**config.mk**
```make
export PLATFORM = sky130hd
export DESIGN_NAME = uart_tx_fifo
export DESIGN_NICKNAME = d
export VERILOG_FILES = /design/src/rtl/uart_tx_fifo.sv
export SDC_FILE = /design/constraint.sdc
export NUM_CORES = 1
export LEC_CHECK = 0
export ABC_AREA = 1
export CELL_PAD_IN_SITES_DETAIL_PLACEMENT = 1
export CELL_PAD_IN_SITES_GLOBAL_PLACEMENT = 1
export CORE_ASPECT_RATIO = 0.7
export CORE_MARGIN = 2
export CORE_UTILIZATION = 25
export DETAILED_ROUTE_END_ITERATION = 7
export GPL_TIMING_DRIVEN = 0
export PLACE_DENSITY = 0.56
export SYNTH_ARGS = -nofsm -noshare
export SYNTH_HDL_FRONTEND = slang
export SYNTH_SLANG_ARGS = --single-unit
```
**constraint.sdc**
```tcl
create_clock -name clk -period 3.8 [get_ports clk]
set_clock_uncertainty 0.05 [all_clocks]
set_input_delay 0.76 -clock clk [delete_from_list [all_inputs] [get_ports clk]]
set_output_delay 0.76 -clock clk [all_outputs]
set_load 0.1 [all_outputs]
```
**src/rtl/uart_tx_fifo.sv**
```systemverilog
// UART transmitter fed by a 2^FIFO_W-word write FIFO. A free-running baud divider
// produces 16 oversampling ticks per bit. Frames are start bit, DBIT data bits LSB first, stop bit.
module uart_tx_fifo #(
   parameter int DBIT    = 8,
   parameter int SB_TICK = 16,
   parameter int DVSR    = 54,
   parameter int FIFO_W  = 4
) (
   input  logic       clk,
   input  logic       rst,
   input  logic       wr_uart,
   input  logic [7:0] w_data,
   output logic       tx_full,
   output logic       tx_empty,
   output logic       tx,
   output logic       tx_done_tick
);

   localparam int CW   = (DVSR > 1) ? $clog2(DVSR) : 1;
   localparam int TMAX = (SB_TICK > 16) ? SB_TICK : 16;
   localparam int TW   = $clog2(TMAX);
   localparam int NW   = (DBIT > 1) ? $clog2(DBIT) : 1;

   typedef enum logic [1:0] {IDLE, START, DATA, STOP} state_t;

   logic [CW-1:0]     baud_q, baud_d;
   logic              s_tick;
   logic [7:0]        mem_q [2**FIFO_W];
   logic [FIFO_W-1:0] wr_ptr_q, wr_ptr_d, rd_ptr_q, rd_ptr_d;
   logic              full_q, full_d, empty_q, empty_d;
   logic              push, pop;
   state_t            state_q;
   logic [TW-1:0]     s_cnt_q;
   logic [NW-1:0]     n_q;
   logic [7:0]        b_q;
   logic              tx_q, done_q;

   assign s_tick = (baud_q == CW'(DVSR - 1));

   always_comb begin
      baud_d = baud_q + 1'b1;
      if (s_tick) baud_d = '0;
   end

   always_ff @(posedge clk or posedge rst) begin
      if (rst) baud_q <= '0;
      else     baud_q <= baud_d;
   end

   // A full FIFO drops the write even if the FSM pops in the same cycle.
   assign push = wr_uart && !full_q;
   assign pop  = (state_q == IDLE) && !empty_q;

   always_comb begin
      wr_ptr_d = wr_ptr_q;
      rd_ptr_d = rd_ptr_q;
      full_d   = full_q;
      empty_d  = empty_q;
      case ({push, pop})
         2'b10: begin
            wr_ptr_d = wr_ptr_q + 1'b1;
            empty_d  = 1'b0;
            full_d   = (wr_ptr_d == rd_ptr_q);
         end
         2'b01: begin
            rd_ptr_d = rd_ptr_q + 1'b1;
            full_d   = 1'b0;
            empty_d  = (rd_ptr_d == wr_ptr_q);
         end
         2'b11: begin
            wr_ptr_d = wr_ptr_q + 1'b1;
            rd_ptr_d = rd_ptr_q + 1'b1;
         end
         default: ;
      endcase
   end

   always_ff @(posedge clk or posedge rst) begin
      if (rst) begin
         wr_ptr_q <= '0;
         rd_ptr_q <= '0;
         full_q   <= 1'b0;
         empty_q  <= 1'b1;
      end else begin
         wr_ptr_q <= wr_ptr_d;
         rd_ptr_q <= rd_ptr_d;
         full_q   <= full_d;
         empty_q  <= empty_d;
      end
   end

   always_ff @(posedge clk) begin
      if (push) mem_q[wr_ptr_q] <= w_data;
   end

   // tx_q follows the state one clk late, so every bit keeps its full tick-aligned length.
   always_ff @(posedge clk or posedge rst) begin
      if (rst) begin
         state_q <= IDLE;
         s_cnt_q <= '0;
         n_q     <= '0;
         b_q     <= '0;
         tx_q    <= 1'b1;
         done_q  <= 1'b0;
      end else begin
         done_q <= 1'b0;
         case (state_q)
            IDLE: begin
               tx_q <= 1'b1;
               if (!empty_q) begin
                  b_q     <= mem_q[rd_ptr_q];
                  s_cnt_q <= '0;
                  state_q <= START;
               end
            end
            START: begin
               tx_q <= 1'b0;
               if (s_tick) begin
                  if (s_cnt_q == TW'(15)) begin
                     s_cnt_q <= '0;
                     n_q     <= '0;
                     state_q <= DATA;
                  end else begin
                     s_cnt_q <= s_cnt_q + 1'b1;
                  end
               end
            end
            DATA: begin
               tx_q <= b_q[0];
               if (s_tick) begin
                  if (s_cnt_q == TW'(15)) begin
                     s_cnt_q <= '0;
                     b_q     <= b_q >> 1;
                     if (n_q == NW'(DBIT - 1)) state_q <= STOP;
                     else                      n_q     <= n_q + 1'b1;
                  end else begin
                     s_cnt_q <= s_cnt_q + 1'b1;
                  end
               end
            end
            STOP: begin
               tx_q <= 1'b1;
               if (s_tick) begin
                  if (s_cnt_q == TW'(SB_TICK - 1)) begin
                     done_q  <= 1'b1;
                     state_q <= IDLE;
                  end else begin
                     s_cnt_q <= s_cnt_q + 1'b1;
                  end
               end
            end
            default: state_q <= IDLE;
         endcase
      end
   end

   assign tx           = tx_q;
   assign tx_done_tick = done_q;
   assign tx_full      = full_q;
   assign tx_empty     = empty_q;

endmodule

```
Yosys cells after proc, flatten, opt, wreduce, memory -nomap -nowiden
Memories as Yosys holds them, arrays and structs flattened.
Cells that the tools add are included.
{"block": "word_totals", "ram_bits": 128, "regBits": 35, "in_bits": 11, "out_inout_bits": 4, "n_memories": 1}
{"block": "op_classes", "mux": 34, "eq_ne": 22, "n_reduce_logical": 16, "add_sub_neg": 5}
{"name": "mem_q", "depth": 16, "width": 8, "rd": 1, "rd_ports_with_merged_regs": 0, "wr": 1, "line_no": "28", "rtl": "logic [7:0] mem_q [2**FIFO_W];"}
{"op": "$mux W8", "n": 3}
{"op": "$mux W4", "n": 5}
{"op": "$ne A2 B2 Y1 const B", "n": 10}
{"op": "$mux W2", "n": 8}
{"op": "$pmux W8 S2", "n": 1}
{"op": "$mux W3", "n": 5}
{"op": "$add A4 B1 Y4 const B", "n": 3}
{"op": "$pmux W4 S3", "n": 1}
{"op": "$eq A2 B2 Y1 const B", "n": 4}
{"op": "$eq A4 B4 Y1", "n": 2}
{"op": "$pmux W2 S4", "n": 1}
{"op": "$reduce_and A4 Y1", "n": 2}
{"op": "$reduce_and A8 Y1", "n": 1}
{"op": "$reduce_or A2 Y1", "n": 4}
{"op": "$add A6 B1 Y6 const B", "n": 1}
{"op": "$eq A6 B6 Y1 const B", "n": 1}
{"op": "$mux W6", "n": 1}
{"op": "$pmux W3 S2", "n": 1}
{"op": "$reduce_and A6 Y1", "n": 1}
{"op": "$reduce_bool A2 Y1", "n": 3}
{"op": "$mux W1", "n": 5}
{"op": "$eq A2 B1 Y1 const B", "n": 2}
{"op": "$eq A4 B4 Y1 const B", "n": 1}
{"op": "$pmux W1 S2", "n": 2}
{"op": "other kinds (7)", "n": 9}

Longest topological paths before layout
Gate-level depths: netlist of run 1.
{"block": "logic_depth", "ltp_word": 5, "depth_mapped": 11, "depth_no_buf": 10}

Worst setup path after synthesis of run 1
Ideal clock, no wire load.
{"block": "synth_timing", "path_kind": "register to register", "startpoint": "reg full_q (netlist: tx_full)", "endpoint": "mem mem_q[11][0], enable pin", "arrival_ps": 1814, "period_less_slack_ps": 2247, "stages_incl_launch_ff": 5, "path_buffers": 1, "path_slack_ps": 1553, "required_ps": 3367, "path_cell_list": "dfrtp_1 inv_1 nand2_1 clkbuf_1 nor3_1"}
{"block": "synth_via", "elab_chain_cells": 4}
{"item": "start, declared", "line_no": "30", "rtl": "logic full_q, full_d, empty_q, empty_d;"}
{"item": "start signal, assigned", "line_no": "87", "rtl": "full_q <= full_d;"}
{"item": "$logic_not A1 Y1", "line_no": "51", "rtl": "assign push = wr_uart && !full_q;"}
{"item": "$logic_and A1 B1 Y1", "line_no": "51"}
{"item": "$mux W1", "line_no": "93", "rtl": "if (push) mem_q[wr_ptr_q] <= w_data;"}
{"item": "$mux W1 (not written as such)", "line_no": "93"}
{"item": "end, declared", "line_no": "28"}
Every way passes these cells.

Worst setup path after layout of run 1
{"block": "layout_timing", "startpoint": "reg empty_q (netlist: tx_empty)", "endpoint": "out tx_empty"}
{"item": "start, declared", "line_no": "30"}
{"item": "start signal, assigned", "line_no": "88", "rtl": "empty_q <= empty_d;"}
{"item": "end, declared", "line_no": "14", "rtl": "output logic tx_empty,"}
No word-level cell between the ends.

==> flow_metrics.tcl, run 1 <==
set metrics [dict create \
    synth_sequential_area_ratio_pct 63.4 \
    cp.buffers_inverters 1 \
    leakagePower_nw 3.59 \
    wl_mm 21.2 \
    gpl_congestion 0.859 \
    antenna_violations_before_repair 0 \
    die_width_um 210 \
    path_category_of_the_worst_min_delay_check "reg2reg" \
    grt_max_degree 36 \
    worst-setup-path-type "reg2out" \
    routed_wire_length_per_instance_um 18.0 \
    clkSinkCount 163 \
    drc_violation_count_after_routing 0 \
    worst_r2r_startpoint "wr_ptr_q[1]$_DFFE_PP0P_" \
    port_buffers 14 \
    critical_path_required_ns 2.99 \
    dieHeight_um 148 \
    design.core.area_mm2 0.0291 \
    ant_nets 0 \
    post-cts-setup-buffer-count 0 \
    commonest_non_fill_non_tap_cell_in_the_layout "nand2_1" \
    grt_first_pass_wirelength_mm 32.5 \
    number_of_standard_cell_rows_in_the_floorplan 52 \
    postPlaceCellArea_mm2 0.00808 \
    report.final.slew_viol_count 0 \
    final_cell_area_mm2 0.00862 \
    p_per_area_mw_per_mm2 415 \
    rsz0062_at_grt "false" \
    ir_drop_v 0.000318 \
    worst_hold_startpoint "b_q[5]$_DFFE_PP0P_" \
    grt_overflow_total 0 \
    cts_hold_buf 0 \
    cts_htree_levels 4 \
    critical_path.slowest_cell "clkdlybuf4s50_1" \
    initial_core_util_pct 25.6 \
    worst_setup_path_end_kind "primary output" \
    dp_hpwl_mm 14.9 \
    worst-slew-pin-transition_ns 1.10 \
    pre_antenna_drt_iters 6 \
    grt_pass1_vias 5237 \
    timing.critical_path.from_type "flop" \
    ys_dominant_reg_cell "edfxtp_1" \
    cap_viol_max_count 0 \
    setup_viol 0 \
    synth_edf_count 128 \
    regArea_mm2 0.00472 \
    max-slew-margin-rel_pct 26.2 \
    post_synthesis_cell_type_count 37 \
    setup_slack_ns 0.855 \
    detailedRoute.firstIterationViolations 416 \
    syn-num-nets 773 \
    timing.setup.tns_ns 0 \
    die_area_mm2 0.0312 \
    clock-root-buffer "clkbuf_16" \
    data_arrival_at_the_endpoint_of_the_critical_path_ns 2.14 \
    run_status "complete, no violations" \
    clk_path_buf_depth 2 \
    grt_util_all_layers_pct 14.3 \
    critPathTopFamily "buffers and inverters" \
    hold_ws_ns 0.432 \
    tritoncts.num_buffers 17 \
    multi_input_area_mm2 0.00220 \
    worstPathCellList "clkdlybuf4s50_1" \
    final_core_utilization_pct 29.6 \
    instances_no_fill 1174 \
    boundary_pin_count 15 \
    fill_cells 3291 \
    clkLatencyLatePin_ns 0.44 \
    critical-path-max-stage-delay_ns 1.13 \
    highest_count_cells_in_the_layout_ignoring_fill_and_taps "nand2_1, edfxtp_1, nand3_1" \
    timing.critical_path.from "tx_empty$_DFFE_PP1P_" \
    resized_gates_after_cts 0 \
    fmaxAchievable_mhz 340 \
    postSynth.asyncResetShare_pct 21.5 \
    postSynthAreaPerCell_um2 9.98 \
    time_the_final_worst_path_needs_with_i_o_delays_and_setup_ns 2.95 \
    post-place-ws_ns 0.605 \
    layout-drive-gt1-share_pct 9.43 \
    cts.clk_slew.worst_paths_ns 0.06 \
    synth_warnings 0 \
    timing.final.crit_share_pct 77.5 \
    crit_path_max_fanout 4 \
    place.detailed.instances 1140 \
    layout-area-overhead-vs-synth_pct 15.6 \
    num-nets-final 808 \
    via_per_inst 4.40 \
    timing_hold_violations_final 0 \
    post_synth_inst_count 747 \
    power.total_mw 3.58 \
    tritoncts "built" \
    via_count 5161 \
    ys_seq_elements 163 \
    synthesis.area_mm2 0.00745 \
]
[power breakdown]
group / total (mW) / switching, mW / internal (mW)
Sequential: 1.93 / 0 / 1.93
Clock: 1.61 / 0.720 / 0.885
Combinational: 0.0447 / 0.0356 / 0.00909
Total: 3.58 / 0.756 / 2.82
[metal layers]
metal  wire, um  global-route usage (%)
met4        195                    3.70
met3        921                    2.74
met1      11500                    22.1
met5          0                       0
met2       8500                    20.4
[cell families (layout without fill, tap and decap cells)]
logic type | after synthesis | count (layout) | share of synthesized area (%)
AOI/OAI and AO/OA | 39 | 39 | 3.09
xor gates and xnor gates | 12 | 12 | 1.41
adders and majority gates | 15 | 15 | 2.52
buffers and inverters | 123 | 171 | 7.25
DFF | 163 | 163 | 63.4
other | 0 | 1 | 0
and+or+nand+nor | 395 | 395 | 22.4
[worst reg2reg max path, cell delays in order, from the launching register on]
cell     delay (ns)
dfrtp_1        0.47
inv_1          0.12
ha_1           0.15
nand2_1        0.15
nor2_1         0.87
[final cells by class]
type,instances,area share (%)
flip-flops and latches,163,54.8
multi-input cells,461,25.5
well taps,378,5.49
clock buffers,19,5.02
inverters,92,4.04
plain buffers,31,2.24
repair buffers,16,1.84
clock inverters,13,1.09
diodes,1,0.0290
[flip-flops by register name (all words and copies together), names as in the netlist, 2 cells and up]
name      flops
baud_q        6
state_q       2
rd_ptr_q      4
b_q           8
wr_ptr_q      4
s_cnt_q       4
n_q           3
mem_q       128
[path summary, 6_finish.rpt]
check                                         end  slack (ns)  cells past startpoint
max                                      tx_empty        0.85                      1
min                            b_q[5]$_DFFE_PP0P_        0.43                      2
min reg2reg                    b_q[5]$_DFFE_PP0P_        0.43                      2
max reg2reg                 mem_q[1][4]$_DFFE_PP_        1.61                      4
max in group asynchronous      b_q[3]$_DFFE_PP0P_        2.44                      2
min in group asynchronous  s_cnt_q[2]$_DFFE_PP0P_        0.75                      2
[synthesized netlist by cell type (3+ instances only)]
master / count / area (um^2)
nand3_1: 90 / 450
inv_1: 87 / 327
nor2_2: 3 / 18.8
buf_6: 3 / 33.8
a21oi_1: 7 / 35.0
dfrtp_1: 33 / 826
clkbuf_1: 4 / 15.0
ha_1: 15 / 188
nand2_4: 3 / 33.8
inv_2: 3 / 11.3
xor2_1: 10 / 87.6
buf_2: 17 / 85.1
nor3_1: 6 / 30.0
edfxtp_1: 128 / 3840
buf_4: 6 / 45.0
nand2_1: 234 / 878
o21ai_0: 21 / 105
nor2_1: 53 / 199
Power figures use the tool's default switching activity.
==> run 2, diff against run 1 <==
==> constraint.sdc (replaced) <==
create_clock -name clk -period 2.75 [get_ports clk]
set_clock_uncertainty 0.05 [all_clocks]
set_input_delay 0.55 -clock clk [delete_from_list [all_inputs] [get_ports clk]]
set_output_delay 0.55 -clock clk [all_outputs]
set_load 0.1 [all_outputs]
==> flow_metrics.tcl, run 2 (synthesis results as in run 1) <==
set metrics [dict create \
    timing.final.crit_share_pct 97.1 \
    critical-path-max-stage-delay_ns 1.12 \
    worst-slew-pin-transition_ns 1.12 \
    ir_drop_v 0.000439 \
    largest_reg_flops 128 \
    wl_mm 21.1 \
    worstPathCellList "clkdlybuf4s50_1" \
    dp_hpwl_mm 14.9 \
    die_width_um 210 \
    share_clk_of_total_power_pct 44.9 \
    crit_path_max_fanout 1 \
    dieHeight_um 148 \
    critPathTopFamily "buffers and inverters" \
    cp.buffers_inverters 1 \
    fmaxAchievable_mhz 375 \
    report.final.slew_viol_count 0 \
    leakagePower_nw 3.59 \
    data_arrival_at_the_endpoint_of_the_critical_path_ns 2.07 \
    design.core.area_mm2 0.0291 \
    rsz0062_at_grt "false" \
    timing_hold_violations_final 0 \
    ant_nets 0 \
    grt_util_all_layers_pct 14.3 \
    grt_overflow_total 0 \
    highest_count_cells_in_the_layout_ignoring_fill_and_taps "nand2_1, edfxtp_1, nand3_1" \
    time_the_final_worst_path_needs_with_i_o_delays_and_setup_ns 2.67 \
    layout-area-overhead-vs-synth_pct 15.6 \
    p_per_area_mw_per_mm2 574 \
    grt_first_pass_wirelength_mm 32.5 \
    registers_with_the_most_flip_flops "mem_q (128), b_q (8), baud_q (6)" \
    timing.critical_path.from_type "flop" \
    die_area_mm2 0.0312 \
    via_per_inst 4.39 \
    hold_ws_ns 0.432 \
    pre_antenna_drt_iters 5 \
    number_of_standard_cell_rows_in_the_floorplan 52 \
    max-slew-margin-rel_pct 25.1 \
    commonest_non_fill_non_tap_cell_in_the_layout "nand2_1" \
    layout-drive-gt1-share_pct 9.43 \
    num-nets-final 808 \
    via_count 5149 \
    worst_setup_path_end_kind "primary output" \
    boundary_pin_count 15 \
    run_status "complete, no violations" \
    worst-r2r-setup-slack_ns 0.55 \
    critical_path.slowest_cell "clkdlybuf4s50_1" \
    tritoncts "built" \
    setup_viol 0 \
    worst-setup-path-type "reg2out" \
    power_frac_comb_pct 1.3 \
    cap_viol_max_count 0 \
    initial_core_util_pct 25.6 \
    p_switching_mw 1.05 \
    gpl_congestion 0.859 \
    regMostFlops "mem_q" \
    grt_max_degree 36 \
    antenna_violations_before_repair 0 \
    post-cts-setup-buffer-count 0 \
    place.detailed.instances 1140 \
    cts_hold_buf 0 \
    critical_path_required_ns 2.15 \
    cts_htree_levels 4 \
    fraction_of_power_spent_switching_nets_pct 21.2 \
    detailedRoute.firstIterationViolations 420 \
    port_buffers 14 \
    clkSinkCount 163 \
    tritoncts.num_buffers 17 \
    clk_path_buf_depth 2 \
    reg_power_share_pct 53.8 \
    cts.clk_slew.worst_paths_ns 0.06 \
    grt_pass1_vias 5239 \
    clock-root-buffer "clkbuf_16" \
    instances_no_fill 1174 \
    clkLatencyLatePin_ns 0.44 \
    drc_violation_count_after_routing 0 \
    routed_wire_length_per_instance_um 18.0 \
    path_category_of_the_worst_min_delay_check "reg2reg" \
    cellInternalPower_mw 3.90 \
]
run 2: path summary, 6_finish.rpt:
| path | to | start | cells past startpoint |
|---|---|---|---|
| worst max-delay path | tx | tx$_DFF_PP1_ | 1 |
| worst min-delay path | b_q[5]$_DFFE_PP0P_ | b_q[5]$_DFFE_PP0P_ | 2 |
| worst max register to register | mem_q[1][4]$_DFFE_PP_ | wr_ptr_q[1]$_DFFE_PP0P_ | 4 |
| worst min register to register | b_q[5]$_DFFE_PP0P_ | b_q[5]$_DFFE_PP0P_ | 2 |
| max in group asynchronous | b_q[5]$_DFFE_PP0P_ | rst | 2 |
| min in group asynchronous | s_cnt_q[2]$_DFFE_PP0P_ | rst | 2 |
run 2: timing repair:
action,4_1_cts,5_1_grt
resized for setup,1,0
setup endpoints to repair,1,0
endpoints found under the hold margin,0,0
run 2: metal layers:
metal	vias to the layer above	routed length, um	part of all wire, %	track usage [%]
met1	2539	11500	54	22.1
met4	0	175	0.83	3.70
li1	2507	-	-	-
met5	-	0	0	0
met3	13	911	4.3	2.74
met2	90	8530	40	20.4
run 2: layout make-up:
type / instances / area, um^2
clock inverter: 13 / 93.8
multi-input combinational: 461 / 2200
buffer: 31 / 193
inverter: 92 / 348
antenna: 1 / 2.50
clock buffer: 19 / 433
tap: 378 / 473
sequential: 163 / 4720
fill: 3290 / 20500
timing repair buffer: 16 / 158
run 2: power by group through the flow:
stage | Combinational (mW) | Sequential (mW) | Clock [mW]
floorplan | 0.00756 | 2.71 | 0
global placement | 0.0623 | 2.71 | 0
detailed placement | 0.0637 | 2.71 | 0
CTS | 0.0639 | 2.66 | 2.26
global route | 0.0680 | 2.66 | 2.35
finish | 0.0619 | 2.66 | 2.22
run 2: per-stage QoR:
| stage | utilization (%) | instance area [um^2] | worst slack, ns | TNS, ns | power, mW |
|---|---|---|---|---|---|
| floorplan | - | 7450 | 0.503 | 0 | 2.72 |
| global placement | 27.7 | 8070 | -0.564 | -5.85 | 2.77 |
| detailed placement | 27.8 | 8080 | -0.235 | -1.87 | 2.78 |
| CTS | 29.6 | 8610 | 0.0511 | 0 | 4.98 |
| global route | 29.6 | 8620 | 0.0423 | 0 | 5.07 |
| finish | 29.6 | 8620 | 0.0806 | 0 | 4.94 |
